**config.mk**
```make
export PLATFORM = sky130hd
export DESIGN_NAME = ram_scan_reader
export DESIGN_NICKNAME = d
export VERILOG_FILES = /design/src/rtl/ram_if_pkg.sv /design/src/rtl/ram_scan_reader.sv
export SDC_FILE = /design/constraint.sdc
export NUM_CORES = 1
export LEC_CHECK = 0
export BUFFER_PORTS_ARGS = -buffer_cell sky130_fd_sc_hd__buf_4
export CAP_MARGIN = 20
export CORE_UTILIZATION = 54
export CTS_BUF_LIST = sky130_fd_sc_hd__clkbuf_16
export CTS_CLUSTER_SIZE = 25
export DETAILED_ROUTE_END_ITERATION = 10
export HOLD_SLACK_MARGIN = 0.15
export PLACE_DENSITY = 0.85
export SLEW_MARGIN = 20
export SYNTH_ARGS = -nofsm -noshare
export SYNTH_HDL_FRONTEND = slang
export SYNTH_SLANG_ARGS = --single-unit
```
**constraint.sdc**
```tcl
create_clock -name clk -period 3.85 [get_ports clk]
set_input_delay 0.77 -clock clk [delete_from_list [all_inputs] [get_ports clk]]
set_output_delay 0.77 -clock clk [all_outputs]
set_load 0.005 [all_outputs]
```
**src/rtl/ram_if_pkg.sv**
```systemverilog
// Shared constants and state encoding for the 16x8 synchronous RAM and its
// read-side scan initiator.
package ram_if_pkg;

    localparam int ADDR_W    = 4;
    localparam int DATA_W    = 8;
    localparam int RAM_DEPTH = 16;
    localparam int CNT_W     = 5;

    // Scan FSM: request the RAM, wait one cycle for the registered read,
    // then hold the byte on the output stream until it is accepted.
    typedef enum logic [1:0] {
        IDLE = 2'd0,
        REQ  = 2'd1,
        LAT  = 2'd2,
        SEND = 2'd3
    } scan_state_t;

endpackage : ram_if_pkg

```
**src/rtl/ram_scan_reader.sv**
```systemverilog
// Read-side initiator for the 16x8 RAM: on start, reads count consecutive
// bytes from base_addr (wrapping mod 16) and delivers them one at a time on
// a valid/ready byte stream.
//
// Stream handshake: a byte transfers on a rising edge where out_valid and
// out_ready are both high. Once raised, out_valid and out_data stay stable
// until that edge; out_ready may be high at any time and has no effect while
// out_valid is low.
module ram_scan_reader #(
    parameter int ADDR_W = ram_if_pkg::ADDR_W,
    parameter int DATA_W = ram_if_pkg::DATA_W,
    parameter int CNT_W  = ram_if_pkg::CNT_W
) (
    input  logic              clk,
    input  logic              rst_n,
    input  logic              start,
    input  logic [ADDR_W-1:0] base_addr,
    input  logic [CNT_W-1:0]  count,
    output logic              busy,
    output logic              done,
    output logic              ram_ce,
    output logic              ram_we,
    output logic [ADDR_W-1:0] ram_addr,
    input  logic [DATA_W-1:0] ram_data_r,
    output logic [DATA_W-1:0] out_data,
    output logic              out_valid,
    input  logic              out_ready
);

    import ram_if_pkg::*;

    localparam logic [ADDR_W-1:0] ADDR_ONE = 1;
    localparam logic [CNT_W-1:0]  CNT_ONE  = 1;

    scan_state_t      state;
    logic [CNT_W-1:0] rem;   // bytes still to deliver after the current one

    // ram_addr doubles as the scan address register, so it already holds
    // the right address for the whole REQ cycle.
    assign busy   = (state != IDLE);
    assign ram_ce = (state == REQ);
    assign ram_we = 1'b0;

    // Scan sequencer with its address, count and output registers.
    always_ff @(posedge clk or negedge rst_n) begin
        if (!rst_n) begin
            state     <= IDLE;
            ram_addr  <= '0;
            rem       <= '0;
            done      <= 1'b0;
            out_data  <= '0;
            out_valid <= 1'b0;
        end else begin
            done <= 1'b0;
            case (state)
                IDLE: begin
                    if (start) begin
                        if (count != '0) begin
                            ram_addr <= base_addr;
                            rem      <= count - CNT_ONE;
                            state    <= REQ;
                        end else begin
                            // Empty scan completes at once without touching the RAM.
                            done <= 1'b1;
                        end
                    end
                end
                REQ: begin
                    state <= LAT;
                end
                LAT: begin
                    out_data  <= ram_data_r;
                    out_valid <= 1'b1;
                    state     <= SEND;
                end
                SEND: begin
                    if (out_ready) begin
                        out_valid <= 1'b0;
                        if (rem == '0) begin
                            done  <= 1'b1;
                            state <= IDLE;
                        end else begin
                            ram_addr <= ram_addr + ADDR_ONE;
                            rem      <= rem - CNT_ONE;
                            state    <= REQ;
                        end
                    end
                end
                default: begin
                    state <= IDLE;
                end
            endcase
        end
    end

endmodule : ram_scan_reader
```
==> summary.txt <==
Timing
  – Final Slew Violations: 0
  – Minimum clock period: 2.527 ns
  – Skew final: 0.001989 ns
  – Setup TNS: 0 ns
  – Max_slew headroom: 42.36%
  – Final period utilization: 65.63%
  – Max Freq: 0.3958 GHz
  – Final Hold Fails: 0
  – Worst Tran Pin Value: 0.8606 ns
  – RSZ-0062 raised after global routing: false
  – Setup violators final: 0

Synth
  – Synthesized instance count: 118
  – Synthesized area: 0.001255 sq mm
  – Synth Register Bits: 21
  – Post-synthesis sequential area ratio: 41.87%
  – Asr flop ratio synth: 100.0%
  – Syn avg cell area: 10.64 sq um
  – Mapped Nets: 145
  – Unique cell type count in the Yosys netlist: 42
  – Main synth FF type: dfrtp_1
  – Ys Warns: 0
  – EDFF count, synth: 0

Floorplan
  – Row count: 17
  – Die ar.: 0.002521 sq mm
  – Die H: 50.21 um
  – Starting Density: 57.28%
  – Die Wd: 50.21 um
  – Core area: 0.002191 sq mm
  – Boundary Pins: 38

Final layout
  – Commonest non-fill, non-tap cell in the layout: buf_4
  – Final layout net count: 180
  – Ant diodes: 0
  – Most frequent cells in the layout: 36 x buf_4, 21 x dfrtp_1, 8 x inv_1, 8 x mux2_2
  – Area growth syn-to-layout: 28.31%
  – Share of layout cells above drive strength 1: 36.18%

Drt
  – Detailed Route Iter0 Violations: 21
  – DR pass1 iterations: 5
  – Residual DRC: 0
  – Vias per cell: 5.994
  – Vias: 1079
  – Routed Antenna Nets: 0
  – Post-Route WL: 2759 um
  – Drt wl/cell: 15.33 um

Outcome
  – Outcome: completed

Job
  – Maxcap violations: 0

GRT
  – Vias in the first global route: 1046
  – Largest net degree at the start of global routing: 22
  – First-pass GRT wire length: 4567 um
  – Grt total ovfl: 0
  – GR Util All Layers: 24.11%
  – Antenna violations before repair: 0

Worst setup path
  – Setup CP Type: flop to flop
  – Crit path capture type: flop
  – Arr. time, crit path: 2.66 ns
  – Worst setup SP type: flop
  – Crit path max fanout: 18
  – Crit path required time: 3.98 ns

Placed design
  – Count of buffers from port buffering: 36
  – Final HPWL DP: 2071 um
  – GPL Wtd Cong: 0.8684

Worst hold path
  – Hold Crit Class: input pin to asynchronous set/reset pin

CTS
  – H-tree levels: 1
  – CTS sink cnt: 21
  – Worst skew pair latency: 0.25 ns
  – Post-CTS Setup Inserts: 0
  – CTS resizes: 0
  – Clock slew seen by the registers of the worst setup and hold paths: 0.06 ns
  – Clock root cell: clkbuf_16
  – CTS tree: done
  – Bufs on Longest Clock Path: 2
  – Num CTS Buffers: 3
  – Post-CTS Hold Buffers: 0

Power
  – Leak: 0.7227 nW
  – Worst vdd ir: 495.6 uV
  – Tot Pwr: 1.283 mW
  – P per Cell Area: 796.8 mW/mm^2
[per-layer routing]
layer | share of wire [%] | track usage [%] | up-vias
met5 | 0 | 0 | -
met4 | 1.3 | 10.48 | 0
met3 | 6.5 | 3.636 | 7
met2 | 49 | 42.22 | 51
met1 | 43 | 28.99 | 512
li1 | - | - | 509
[final timing paths]
| check | from | endpoint | slack (ns) | cells past startpoint |
|---|---|---|---|---|
| worst max-delay path | state[0] | rem[0] | 1.32 | 5 |
| worst min-delay path | rst_n | state[1] | 0.39 | 1 |
| worst max register to register | state[0] | rem[0] | 1.32 | 5 |
| worst min register to register | out_data[3] | out_data[3] | 0.51 | 1 |
| max in group asynchronous | rst_n | out_data[5] | 3.25 | 1 |
| min in group clk | out_data[3] | out_data[3] | 0.51 | 1 |
[power by group]
part           total (mW)  leakage [nW]  internal, mW  switching, mW
combinational       0.647         0.441         0.330          0.317
clock               0.215        0.0409         0.139         0.0757
sequential          0.421         0.240         0.331         0.0907
[flip-flops by register name (all words and copies together) (netlist names)]
signal / count
state: 2
out_data: 8
rem: 5
done: 1
ram_addr: 4
out_valid: 1
[cells in the mapped netlist (2+ instances only)]
cell type	instances	area [sq um]
dfrtp_1	21	525.5
inv_1	8	30.03
mux2_2	8	90.09
a31oi_1	7	43.79
nor2_1	7	26.28
ha_1	6	75.07
mux2i_1	6	60.06
nand2b_1	5	31.28
a21oi_1	4	20.02
buf_2	3	15.01
nor4_1	3	18.77
o21ai_0	3	15.01
xor2_1	3	26.28
a311oi_1	2	17.52
clkbuf_1	2	7.510
mux2_1	2	22.52
nand2_1	2	7.510
o31ai_1	2	15.01
[worst max-delay path: stages (launching register included)]
cell,delay (ns)
dfrtp_1,0.42
ha_1,0.59
mux2i_1,0.16
a31oi_1,0.67
nand2_1,0.20
mux2_1,0.37
[metrics by stage]
stage                     instances  util, %  hold WS [ns]  cell area, sq um  setup WS [ns]
after floorplan                 118        -        0.4744              1255          1.881
after global placement          176    69.85        0.4881              1530          1.441
after detailed placement        176    69.85        0.4973              1530          1.367
after CTS                       180    73.50        0.4018              1610          1.347
after global routing            180    73.50        0.4152              1610          1.065
final                           180    73.50        0.3928              1610          1.323
[final cells by class]
cell class                 instances  area (sq um)
sequential                        21         525.5
clock inverter                     1         5.005
timing repair buffer              36         270.3
inverter                           8         30.03
multi-input combinational         83         669.4
tap                               28         35.03
clock buffer                       3         75.07
fill                             158         580.6
[cell families after synthesis]
kind of cell               count (synthesis)  share of synthesized area [%]
xor gates and xnor gates                   3                          2.094
muxes                                     16                          13.76
and+or+nand+nor                           27                          13.46
buffers and inverters                     14                          4.786
other                                      1                         0.2988
DFF                                       21                          41.87
adders and majority gates                  6                          5.982
AOI/OAI and AO/OA                         30                          17.75
Note: power is estimated with default switching activity, not from simulation.
